===== config.mk =====
export PLATFORM = sky130hd
export DESIGN_NAME = ahb_bm_input_stage_flat
export DESIGN_NICKNAME = d
export VERILOG_FILES = /design/src/rtl/ahb_bm_input_stage_pkg.sv /design/src/rtl/ahb_bm_input_stage_if.sv /design/src/rtl/ahb_bm_addr_hold_reg.sv /design/src/rtl/ahb_bm_input_stage.sv /design/src/flat_wrapper.sv
export SDC_FILE = /design/constraint.sdc
export NUM_CORES = 1
export LEC_CHECK = 0
export CAP_MARGIN = 0
export CORE_UTILIZATION = 46
export CTS_CLUSTER_DIAMETER = 50
export DETAILED_ROUTE_END_ITERATION = 8
export MAX_ROUTING_LAYER = met4
export PLACE_DENSITY = 0.91
export SETUP_SLACK_MARGIN = 0.05
export SLEW_MARGIN = 0
export SYNTH_ARGS = -nofsm -noshare
export SYNTH_HDL_FRONTEND = slang
export SYNTH_SLANG_ARGS = --single-unit
export TNS_END_PERCENT = 1

===== constraint.sdc =====
create_clock -name HCLK -period 3.7 [get_ports HCLK]
set_input_delay 0.74 -clock HCLK [delete_from_list [all_inputs] [get_ports HCLK]]
set_output_delay 0.74 -clock HCLK [all_outputs]
set_load 0.01 [all_outputs]

===== src/rtl/ahb_bm_input_stage_pkg.sv =====
// Shared bus-matrix definitions: AHB encodings, input-stage FSM states and the
// packed address-phase control bundle carried through the holding register.
package ahb_bm_input_stage_pkg;

   typedef enum logic [1:0] {
      TRANS_IDLE   = 2'b00,
      TRANS_BUSY   = 2'b01,
      TRANS_NONSEQ = 2'b10,
      TRANS_SEQ    = 2'b11
   } htrans_e;

   typedef enum logic [2:0] {
      BURST_SINGLE = 3'b000,
      BURST_INCR   = 3'b001,
      BURST_WRAP4  = 3'b010,
      BURST_INCR4  = 3'b011,
      BURST_WRAP8  = 3'b100,
      BURST_INCR8  = 3'b101,
      BURST_WRAP16 = 3'b110,
      BURST_INCR16 = 3'b111
   } hburst_e;

   localparam logic RESP_OKAY  = 1'b0;
   localparam logic RESP_ERROR = 1'b1;

   typedef enum logic [1:0] {
      ST_IDLE   = 2'b00,
      ST_PEND   = 2'b01,
      ST_DPHASE = 2'b10
   } state_e;

   typedef struct packed {
      logic [1:0] trans;
      logic       write;
      logic [2:0] size;
      logic [2:0] burst;
      logic [3:0] prot;
      logic       mastlock;
   } ahb_ctrl_t;

   // Only NONSEQ and SEQ carry a real transfer; IDLE/BUSY never request a port.
   function automatic logic isValidTrans(input logic [1:0] trans);
      return trans[1];
   endfunction

endpackage


===== src/rtl/ahb_bm_input_stage_if.sv =====
// Master-side AHB signals plus the matrix-facing request/grant/data-phase signals
// of one bus-matrix input stage.
interface ahb_bm_input_stage_if #(parameter int ADDR_WIDTH = 32);
   logic                  HSELS;
   logic [ADDR_WIDTH-1:0] HADDRS;
   logic [1:0]            HTRANSS;
   logic                  HWRITES;
   logic [2:0]            HSIZES;
   logic [2:0]            HBURSTS;
   logic [3:0]            HPROTS;
   logic                  HMASTLOCKS;
   logic                  HREADYS;
   logic                  HREADYOUTS;
   logic                  HRESPS;

   logic                  sel_s;
   logic [ADDR_WIDTH-1:0] addr_s;
   logic [1:0]            trans_s;
   logic                  write_s;
   logic [2:0]            size_s;
   logic [2:0]            burst_s;
   logic [3:0]            prot_s;
   logic                  mastlock_s;
   logic                  trans_pend;
   logic                  active;
   logic                  readyout_m;
   logic                  dphase_ready;
   logic                  dphase_resp;

   modport slave (
      input  HSELS, HADDRS, HTRANSS, HWRITES, HSIZES, HBURSTS, HPROTS, HMASTLOCKS, HREADYS,
      output HREADYOUTS, HRESPS,
      output sel_s, addr_s, trans_s, write_s, size_s, burst_s, prot_s, mastlock_s, trans_pend,
      input  active, readyout_m, dphase_ready, dphase_resp
   );

   modport master (
      output HSELS, HADDRS, HTRANSS, HWRITES, HSIZES, HBURSTS, HPROTS, HMASTLOCKS, HREADYS,
      input  HREADYOUTS, HRESPS,
      input  sel_s, addr_s, trans_s, write_s, size_s, burst_s, prot_s, mastlock_s, trans_pend,
      output active, readyout_m, dphase_ready, dphase_resp
   );
endinterface


===== src/rtl/ahb_bm_addr_hold_reg.sv =====
// Single-entry holding register for a stalled address phase, with the mux that
// selects between the held copy and the live master inputs.
module ahb_bm_addr_hold_reg
   import ahb_bm_input_stage_pkg::*;
#(
   parameter int ADDR_WIDTH = 32
) (
   input  logic                  HCLK,
   input  logic                  HRESETn,
   input  logic                  load_i,
   input  logic                  useHeld_i,
   input  logic                  liveSel_i,
   input  logic [ADDR_WIDTH-1:0] liveAddr_i,
   input  ahb_ctrl_t             liveCtrl_i,
   output logic                  sel_o,
   output logic [ADDR_WIDTH-1:0] addr_o,
   output ahb_ctrl_t             ctrl_o
);

   logic [ADDR_WIDTH-1:0] heldAddr_q, heldAddr_d;
   ahb_ctrl_t             heldCtrl_q, heldCtrl_d;

   // Capture only when a valid transfer misses its grant; otherwise keep the copy.
   always_comb begin
      heldAddr_d = heldAddr_q;
      heldCtrl_d = heldCtrl_q;
      if (load_i) begin
         heldAddr_d = liveAddr_i;
         heldCtrl_d = liveCtrl_i;
      end
   end

   always_ff @(posedge HCLK or negedge HRESETn) begin
      if (!HRESETn) begin
         heldAddr_q <= '0;
         heldCtrl_q <= '0;
      end else begin
         heldAddr_q <= heldAddr_d;
         heldCtrl_q <= heldCtrl_d;
      end
   end

   // A held transfer is always a selected one, so sel is forced high.
   assign sel_o  = useHeld_i ? 1'b1       : liveSel_i;
   assign addr_o = useHeld_i ? heldAddr_q : liveAddr_i;
   assign ctrl_o = useHeld_i ? heldCtrl_q : liveCtrl_i;

endmodule


===== src/rtl/ahb_bm_input_stage.sv =====
// Per-master input stage of the AHB bus matrix: requests an output port, stalls
// the master while the port is not granted, and returns the data-phase response.
module ahb_bm_input_stage
   import ahb_bm_input_stage_pkg::*;
#(
   parameter int ADDR_WIDTH = 32
) (
   input logic                  HCLK,
   input logic                  HRESETn,
   ahb_bm_input_stage_if.slave  bus
);

   state_e    state_q, state_d;
   logic      newTrans;
   logic      accept;
   logic      isPend;
   logic      liveSel;
   ahb_ctrl_t liveCtrl;
   ahb_ctrl_t shownCtrl;
   logic      readyOut;
   logic      respOut;

   // Masking with HRESETn keeps the request and presented select quiet during reset.
   assign newTrans = HRESETn & bus.HSELS & isValidTrans(bus.HTRANSS) & bus.HREADYS;
   assign accept   = bus.active & bus.readyout_m;
   assign isPend   = (state_q == ST_PEND);
   assign liveSel  = HRESETn & bus.HSELS;

   assign liveCtrl = '{
      trans:    (HRESETn ? bus.HTRANSS : TRANS_IDLE),
      write:    bus.HWRITES,
      size:     bus.HSIZES,
      burst:    bus.HBURSTS,
      prot:     bus.HPROTS,
      mastlock: bus.HMASTLOCKS
   };

   ahb_bm_addr_hold_reg #(.ADDR_WIDTH(ADDR_WIDTH)) uHoldReg (
      .HCLK       (HCLK),
      .HRESETn    (HRESETn),
      .load_i     (newTrans & ~accept),
      .useHeld_i  (isPend),
      .liveSel_i  (liveSel),
      .liveAddr_i (bus.HADDRS),
      .liveCtrl_i (liveCtrl),
      .sel_o      (bus.sel_s),
      .addr_o     (bus.addr_s),
      .ctrl_o     (shownCtrl)
   );

   always_ff @(posedge HCLK or negedge HRESETn) begin
      if (!HRESETn) begin
         state_q <= ST_IDLE;
      end else begin
         state_q <= state_d;
      end
   end

   // A completing data phase behaves like IDLE so back-to-back transfers pipeline.
   always_comb begin
      state_d  = state_q;
      readyOut = 1'b1;
      respOut  = RESP_OKAY;
      case (state_q)
         ST_PEND: begin
            readyOut = 1'b0;
            if (accept) state_d = ST_DPHASE;
         end
         ST_DPHASE: begin
            readyOut = bus.dphase_ready;
            respOut  = bus.dphase_resp;
            if (bus.dphase_ready) begin
               if (newTrans) state_d = accept ? ST_DPHASE : ST_PEND;
               else          state_d = ST_IDLE;
            end
         end
         default: begin
            if (newTrans) state_d = accept ? ST_DPHASE : ST_PEND;
            else          state_d = ST_IDLE;
         end
      endcase
   end

   assign bus.trans_pend = newTrans | isPend;
   assign bus.HREADYOUTS = readyOut;
   assign bus.HRESPS     = respOut;
   assign bus.trans_s    = shownCtrl.trans;
   assign bus.write_s    = shownCtrl.write;
   assign bus.size_s     = shownCtrl.size;
   assign bus.burst_s    = shownCtrl.burst;
   assign bus.prot_s     = shownCtrl.prot;
   assign bus.mastlock_s = shownCtrl.mastlock;

endmodule

===== src/flat_wrapper.sv =====
// flat-port wrapper written by rule: the top's interface ports become plain ports
module ahb_bm_input_stage_flat import ahb_bm_input_stage_pkg::*;
#(
   parameter int ADDR_WIDTH = 32
)
  (HCLK, HRESETn, bus_HSELS, bus_HADDRS, bus_HTRANSS, bus_HWRITES, bus_HSIZES, bus_HBURSTS, bus_HPROTS, bus_HMASTLOCKS, bus_HREADYS, bus_HREADYOUTS, bus_HRESPS, bus_sel_s, bus_addr_s, bus_trans_s, bus_write_s, bus_size_s, bus_burst_s, bus_prot_s, bus_mastlock_s, bus_trans_pend, bus_active, bus_readyout_m, bus_dphase_ready, bus_dphase_resp);
  ahb_bm_input_stage_if #(.ADDR_WIDTH(ADDR_WIDTH)) bus_i ();
  input logic HCLK;
  input logic HRESETn;
  input wire logic [$bits(bus_i.HSELS)-1:0] bus_HSELS;
  input wire logic [$bits(bus_i.HADDRS)-1:0] bus_HADDRS;
  input wire logic [$bits(bus_i.HTRANSS)-1:0] bus_HTRANSS;
  input wire logic [$bits(bus_i.HWRITES)-1:0] bus_HWRITES;
  input wire logic [$bits(bus_i.HSIZES)-1:0] bus_HSIZES;
  input wire logic [$bits(bus_i.HBURSTS)-1:0] bus_HBURSTS;
  input wire logic [$bits(bus_i.HPROTS)-1:0] bus_HPROTS;
  input wire logic [$bits(bus_i.HMASTLOCKS)-1:0] bus_HMASTLOCKS;
  input wire logic [$bits(bus_i.HREADYS)-1:0] bus_HREADYS;
  output wire logic [$bits(bus_i.HREADYOUTS)-1:0] bus_HREADYOUTS;
  output wire logic [$bits(bus_i.HRESPS)-1:0] bus_HRESPS;
  output wire logic [$bits(bus_i.sel_s)-1:0] bus_sel_s;
  output wire logic [$bits(bus_i.addr_s)-1:0] bus_addr_s;
  output wire logic [$bits(bus_i.trans_s)-1:0] bus_trans_s;
  output wire logic [$bits(bus_i.write_s)-1:0] bus_write_s;
  output wire logic [$bits(bus_i.size_s)-1:0] bus_size_s;
  output wire logic [$bits(bus_i.burst_s)-1:0] bus_burst_s;
  output wire logic [$bits(bus_i.prot_s)-1:0] bus_prot_s;
  output wire logic [$bits(bus_i.mastlock_s)-1:0] bus_mastlock_s;
  output wire logic [$bits(bus_i.trans_pend)-1:0] bus_trans_pend;
  input wire logic [$bits(bus_i.active)-1:0] bus_active;
  input wire logic [$bits(bus_i.readyout_m)-1:0] bus_readyout_m;
  input wire logic [$bits(bus_i.dphase_ready)-1:0] bus_dphase_ready;
  input wire logic [$bits(bus_i.dphase_resp)-1:0] bus_dphase_resp;
  assign bus_i.HSELS = bus_HSELS;
  assign bus_i.HADDRS = bus_HADDRS;
  assign bus_i.HTRANSS = bus_HTRANSS;
  assign bus_i.HWRITES = bus_HWRITES;
  assign bus_i.HSIZES = bus_HSIZES;
  assign bus_i.HBURSTS = bus_HBURSTS;
  assign bus_i.HPROTS = bus_HPROTS;
  assign bus_i.HMASTLOCKS = bus_HMASTLOCKS;
  assign bus_i.HREADYS = bus_HREADYS;
  assign bus_HREADYOUTS = bus_i.HREADYOUTS;
  assign bus_HRESPS = bus_i.HRESPS;
  assign bus_sel_s = bus_i.sel_s;
  assign bus_addr_s = bus_i.addr_s;
  assign bus_trans_s = bus_i.trans_s;
  assign bus_write_s = bus_i.write_s;
  assign bus_size_s = bus_i.size_s;
  assign bus_burst_s = bus_i.burst_s;
  assign bus_prot_s = bus_i.prot_s;
  assign bus_mastlock_s = bus_i.mastlock_s;
  assign bus_trans_pend = bus_i.trans_pend;
  assign bus_i.active = bus_active;
  assign bus_i.readyout_m = bus_readyout_m;
  assign bus_i.dphase_ready = bus_dphase_ready;
  assign bus_i.dphase_resp = bus_dphase_resp;
  ahb_bm_input_stage #(.ADDR_WIDTH(ADDR_WIDTH)) u_core (.HCLK(HCLK), .HRESETn(HRESETn), .bus(bus_i));
endmodule

# Word-level counts from Yosys, hierarchy flattened
# Index checks and enable logic that the tools add are counted.
# word_totals
ff_bits	48
latch_bits	0
mem_bits_rw	0
rom_bits	0
in_bits	54
n_memories	0
# op_classes
add_sub_neg	0
mul	0
div_mod_pow	0
n_lt_le_gt_ge	0
eq_ne	4
shifts	0
n_mux	11
n_bitwise	7
reduce_logical	1
# op_table
op	count
$mux W32	1
$mux W14	1
$mux W2	5
$and A1 B1 Y1	5
$pmux W2 S2	1
$eq A2 B1 Y1 const B	1
$eq A2 B2 Y1 const B	1
$mux W1	2
$ne A2 B1 Y1 const B	1
$ne A2 B2 Y1 const B	1
$pmux W1 S2	1
$reduce_and A2 Y1	1
$not A1 Y1	1
$or A1 B1 Y1	1

# Depth between registers and ports, before layout
# Gate-level depths: netlist (run 1).
# depth
ltp_word	6
ltp_mapped	5

# Hierarchy
# From an unflattened synthesis (run 1), not the netlist that was laid out.
# hier_totals
hier_cells	167
area_unflattened_um2	2715.1
# modules_own_cells
mod	n_inst	cells_each	area_per_inst_um2	seq_area_each_um2
ahb_bm_addr_hold_reg	1	149	2558.7	1151.1
ahb_bm_input_stage	1	18	156.4	50.0

# Worst setup path after synthesis (run 1)
# OpenSTA, ideal clock, no wires.
# synth_timing
kind	reg2out
from	reg u_core.state_q[1]
to	out bus_addr_s[0]
t_arrival_ns	1.219
slack_ns	1.741
path_stages_with_launch	5
path_buffers	2
cell_sequence	dfrtp_1 -> nor2b_1 -> clkbuf_1 -> buf_2 -> mux2_2
# synth_between
elab_chain_cells	2
# synth_rtl
item	line_no	text
from (decl)	ahb_bm_input_stage.sv:13	state_e state_q, state_d;
from (signal assigned)	ahb_bm_input_stage.sv:55	state_q <= state_d;
$eq A2 B1 Y1	ahb_bm_input_stage.sv:26	assign isPend = (state_q == ST_PEND);
$mux W32	ahb_bm_addr_hold_reg.sv:45	assign addr_o = useHeld_i ? heldAddr_q : liveAddr_i;
to (decl)	flat_wrapper.sv:22	output wire logic [$bits(bus_i.addr_s)-1:0] bus_addr_s;
# Every way passes these cells.

# Final worst setup path (run 1)
# layout_timing
from	reg u_core.state_q[1]
to	out bus_addr_s[15]
# The elaborated chain is that of the path after synthesis.

==> results.yml, run 1 <==
outcome:
  status: "completed"
grt:
  grt_max_degree: 49
  antenna_found_initial: 0
  grt_usage: 0.2001
  grt_pass1_wl_mm: 8.162
  grt_busiest_layer: "met2"
  use_met2: 0.3443
  grt_use_met3: 0.06024
  use_met1: 0.2277
  grt_pass1_vias: 1799
  grt_remaining_overflow: 0
cts:
  cts_tree: "built"
  cts.sinks: 48
  cts_max_level: 2
  postCtsHoldBufs: 0
  cts_buffers: 5
  post-cts-setup-buffers: 0
  clk_latency_ns: 0.29
  cts_resized: 0
  cts_buffer_depth: 2
  path_clk_slew_ns: 0.08
  root_buffer: "clkbuf_8"
timing:
  finalCritPeriodShare: 0.8297
  rsz0062_at_grt: "false"
  max_freq_mhz: 325.7
  skew_ns: 0.00001416
  slew-limit-headroom: 0.5959
  finalSetupViolCount: 0
  finalHoldViolCount: 0
  slew_violations: 0
  finalCriticalPeriod_ns: 3.070
  worstMarginPinSlew_ns: 0.6062
  fin_setup_tns_ns: 0
cells_and_area:
  drive_gt1_frac: 0.3860
  instances_no_fill: 342
  antenna_cells: 0
  syn2layout_area_growth_pct: 47.25
  nets: 325
floorplan:
  initial_core_util: 0.4786
  io_pins: 104
  std_cell_rows: 26
  die_area_um2: 5644
  die_h_um: 75.13
  core_area_um2: 5140
  die_x_um: 75.13
place:
  place_hpwl_mm: 3.833
  dp.cells: 334
  numPortBuffers: 103
  place.gp.congestion: 0.7112
synth:
  synth_area_leader_cell: "dfrtp_1"
  syn_area_um2: 2460
  synth_top_area_frac: 0.4883
  avgSynthCellArea_um2: 14.73
  synth_cell_types: 20
  yosys_register_bits: 48
  synth_fp_nets: 221
  yosysWarnings: 0
  synthTopCellsByArea: "dfrtp_1 49%, mux2_2 36%, mux2_4 6.1%"
  ys_seq_area_frac: 0.4883
  synthCells: 167
drt:
  wl_mm: 5.241
  drtIter0Drc: 59
  wl_per_cell_um: 15.32
  via_count: 1694
  ant_nets: 0
  drc: 0
  drtPass1Iterations: 3
  post_drt_via_cell_ratio: 4.953
power:
  power_frac_clock: 0.211
  p_comb_frac: 0.315
  internal-power_mw: 1.108
  power.density_nw_per_um2: 410.5
  seq_power_share: 0.473
  switching_share: 0.2545
  power_leakage_nw: 1.480
  ir_drop_mv: 0.2731
  power.switching_mw: 0.3784
critical_path:
  max_stage_delay_ns: 0.48
  cp-start-kind: "flop"
  endpoint_kind: "primary output"
  cp_max_fo: 25
  required_ns: 2.96
  cp_slowest_cell: "clkdlybuf4s50_1"
  cp.arrival_ns: 2.33
  path_cells: "nor2b_4 > buf_4 > mux2_2 > clkdlybuf4s50_1"
  worstSetupPathType: "flop to primary output"
worst_hold_path:
  min_path_type: "flop to flop"
run:
  cap_violations: 0
-- cell usage after synthesis (all sizes together) --
cell / count
or2: 1
mux2: 88
mux2i: 1
dfrtp: 48
and3b: 1
nand4: 1
a21o: 1
nor2b: 2
o21ai: 2
clkbuf: 1
nand2: 5
a21oi: 1
nor2: 1
o21bai: 1
buf: 9
nor3b: 2
inv: 2
-- final timing paths --
check | startpoint | endpoint | slack (ns) | cells past startpoint
min in group asynchronous | HRESETn | u_core.uHoldReg.heldCtrl_q[13] | 0.62 | 2
max in group asynchronous | HRESETn | u_core.uHoldReg.heldAddr_q[31] | 2.67 | 2
worst min register to register | u_core.uHoldReg.heldCtrl_q[13] | u_core.uHoldReg.heldCtrl_q[13] | 0.48 | 1
worst min-delay path | u_core.uHoldReg.heldCtrl_q[13] | u_core.uHoldReg.heldCtrl_q[13] | 0.48 | 1
worst max-delay path | u_core.state_q[1] | bus_addr_s[15] | 0.63 | 4
worst max register to register | u_core.state_q[1] | u_core.state_q[0] | 2.12 | 4
-- cell families after synthesis --
logic type | count (synthesis) | synth area share
AOI/OAI and AO/OA | 5 | 0.01679
buffers and inverters | 12 | 0.04120
DFF | 48 | 0.4883
muxes | 89 | 0.4222
and+or+nand+nor | 13 | 0.03153
-- critical path: cells and delay by family, from the launching register on --
family,cells,cell delay [ns]
buffers and inverters,2,0.86
flip-flops,1,0.43
multiplexers,1,0.38
AND/OR/NAND/NOR,1,0.35
-- layer usage --
| metal | share of wire | vias up | wire length [um] |
|---|---|---|---|
| li1 | - | 810 | - |
| met2 | 0.48 | 62 | 2537 |
| met5 | 0 | - | 0 |
| met1 | 0.42 | 817 | 2203 |
| met3 | 0.086 | 5 | 451 |
| met4 | 0.0092 | 0 | 48 |
-- sequential cells by signal, indices dropped and copies added (netlist names) --
signal / cells
u_core.uHoldReg.heldAddr_q: 32
u_core.uHoldReg.heldCtrl_q: 14
u_core.state_q: 2
-- cell usage in the layout, fill, tap and decap left out, types with 2 or more instances in the layout --
master,n
clkdlybuf4s50_1,102
mux2_2,78
dfrtp_1,48
mux2_4,10
clkbuf_8,6
nand2_1,5
buf_4,3
o21ai_0,2
nor3b_1,2
inv_1,2
clkinv_2,2
-- per-stage QoR --
step | hold slack, ns | total power [mW] | cell area [um^2] | util | setup WS, ns
2_1_floorplan | 0.4394 | 0.9557 | 2460 | - | 1.741
3_3_place_gp | 0.4552 | 1.165 | 3530 | 0.6867 | 0.7566
3_5_place_dp | 0.4647 | 1.186 | 3530 | 0.6867 | 0.7562
4_1_cts | 0.4856 | 1.505 | 3622 | 0.7047 | 0.5971
5_1_grt | 0.4973 | 1.573 | 3622 | 0.7047 | 0.4841
6_report | 0.4821 | 1.487 | 3622 | 0.7047 | 0.6300
-- power by group through the flow --
stage	Combinational [mW]	Clock (mW)	Sequential [mW]
2_1_floorplan	0.263	0	0.693
3_3_place_gp	0.461	0	0.704
3_5_place_dp	0.473	0	0.713
4_1_cts	0.476	0.326	0.703
5_1_grt	0.506	0.347	0.720
6_report	0.469	0.314	0.704
-- area by class of cell --
cell class                 count  area (um^2)
tap                           70        87.58
clock inverter                 2        10.01
sequential                    48         1201
inverter                       2        7.507
multi-input combinational    107         1165
clock buffer                   6        82.58
timing repair buffer         107         1069
fill                         395         1518
No activity file was read; power rests on OpenSTA's default activity.
==> run 2, diff against run 1 <==
Settings changed: CORE_UTILIZATION 46 to 43, PLACE_DENSITY 0.91 to 0.86.
Clock period 3.7 ns to 2.87 ns, I/O delays scaled along.
==> results.yml, run 2 (synthesis results as in run 1) <==
drt:
  via_count: 1708
  drtPass1Iterations: 4
  ant_nets: 0
  wl_mm: 4.985
  drc: 0
  post_drt_via_cell_ratio: 4.965
  drtIter0Drc: 56
  wl_per_cell_um: 14.49
power:
  power.switching_mw: 0.4756
  power_frac_clock: 0.198
  power_leakage_nw: 1.478
  p_comb_frac: 0.322
  power_mw: 1.881
  seq_power_share: 0.480
  internal-power_mw: 1.405
  switching_share: 0.2529
  power.density_nw_per_um2: 518.2
  ir_drop_mv: 0.2567
cells_and_area:
  final_common_cell: "clkdlybuf4s50_1"
  nets: 326
  multi_input_area_um2: 1165
  ff_latch_area_um2: 1201
  top_regs: "u_core.uHoldReg.heldAddr_q: 32 flops, u_core.uHoldReg.heldCtrl_q: 14 flops, u_core.state_q: 2 flops"
  antenna_cells: 0
  drive_gt1_frac: 0.3824
  regMostFlops: "u_core.uHoldReg.heldAddr_q"
  syn2layout_area_growth_pct: 47.56
  largest_reg_flops: 32
  fill_cells: 424
  final_cell_mix: "102 x clkdlybuf4s50_1, 78 x mux2_2, 48 x dfrtp_1"
place:
  place_hpwl_mm: 3.554
  numPortBuffers: 103
  place.gp.congestion: 0.7019
floorplan:
  die_area_um2: 6027
  core_area_um2: 5507
  die_x_um: 77.64
  initial_core_util: 0.4467
  io_pins: 104
  std_cell_rows: 27
  die_h_um: 77.64
cts:
  cts_buffers: 5
  cts_tree: "built"
  cts.sinks: 48
  cts_resized: 0
  postCtsHoldBufs: 0
  post-cts-setup-buffers: 0
  clk_latency_ns: 0.29
  cts_max_level: 2
  root_buffer: "clkbuf_8"
  cts_buffer_depth: 2
  path_clk_slew_ns: 0.08
critical_path:
  cp_max_fo: 50
  endpoint_kind: "primary output"
  cp-start-kind: "flop"
  worstSetupPathType: "flop to primary output"
  cp.arrival_ns: 2.03
  required_ns: 2.30
timing:
  finalCritPeriodShare: 0.9075
  slew_violations: 0
  finalCriticalPeriod_ns: 2.605
  worstMarginPinSlew_ns: 0.4033
  skew_ns: 0.0002892
  finalSetupViolCount: 0
  finalHoldViolCount: 0
  slew-limit-headroom: 0.7306
  fin_setup_tns_ns: 0
  rsz0062_at_grt: "false"
  max_freq_mhz: 383.9
run:
  cap_violations: 0
grt:
  grt_pass1_wl_mm: 8.411
  antenna_found_initial: 0
  grt_pass1_vias: 1794
  grt_remaining_overflow: 0
  grt_usage: 0.1839
  grt_max_degree: 51
worst_hold_path:
  min_path_type: "primary input to async pin"
outcome:
  status: "completed"
==> run 2: cell count changes in the layout (fill, tap and decap cells not counted), sizes merged <==
cell / change
buf: +1
clkinv: -1
==> run 2: worst max-delay path, cell delays in order, from the launching register on <==
cell and delay (ns):
dfrtp_1 0.42, nor2b_4 0.16, buf_12 0.27, mux2_2 0.38
clkdlybuf4s50_1 0.48
==> run 2: cell type report <==
type                    count  area share
well taps                  72     0.02482
multi-input cells         107      0.3209
clock inverters             1    0.001379
clock buffers               6     0.01999
repair buffers            108      0.2999
inverters                   2    0.002068
flip-flops and latches     48      0.3309
==> run 2: worst paths after layout <==
check	start	endpoint	slack (ns)	cells after the start
worst min register to register	u_core.uHoldReg.heldCtrl_q[13]	u_core.uHoldReg.heldCtrl_q[13]	0.47	1
min in group HCLK	u_core.uHoldReg.heldCtrl_q[13]	u_core.uHoldReg.heldCtrl_q[13]	0.47	1
worst max register to register	u_core.state_q[1]	u_core.state_q[0]	1.56	4
worst min-delay path	HRESETn	u_core.uHoldReg.heldAddr_q[10]	0.13	1
worst max-delay path	u_core.state_q[1]	bus_addr_s[25]	0.27	4
max in group asynchronous	HRESETn	u_core.uHoldReg.heldAddr_q[16]	2.11	2
==> run 2: per-layer routing <==
layer / vias to the layer above / global-route usage / routed length (um) / share of wire
met2: 65 / 0.3009 / 2339 / 0.47
met5: - / - / 0 / 0
met1: 831 / 0.2286 / 2252 / 0.45
met4: 0 / 0.05660 / 44 / 0.0088
li1: 807 / - / - / -
met3: 5 / 0.03882 / 348 / 0.070
==> run 2: per-stage QoR <==
stage	hold slack [ns]	worst slack, ns	cells	util	cell area (um^2)
finish	0.1317	0.2654	344	0.6592	3630
global placement	0.4395	0.3163	337	0.6451	3552
CTS	0.1278	0.2482	344	0.6592	3630
detailed placement	0.4523	0.2953	337	0.6451	3552
floorplan	0.2784	1.077	167	-	2460
global route	0.1228	0.1628	344	0.6592	3630
==> run 2: power groups by stage <==
stage / Sequential [mW] / Clock [mW] / Combinational [mW]
2_1_floorplan: 0.893 / 0 / 0.339
3_3_place_gp: 0.908 / 0 / 0.600
3_5_place_dp: 0.914 / 0 / 0.611
4_1_cts: 0.902 / 0.392 / 0.615
5_1_grt: 0.925 / 0.415 / 0.654
6_report: 0.904 / 0.372 / 0.605
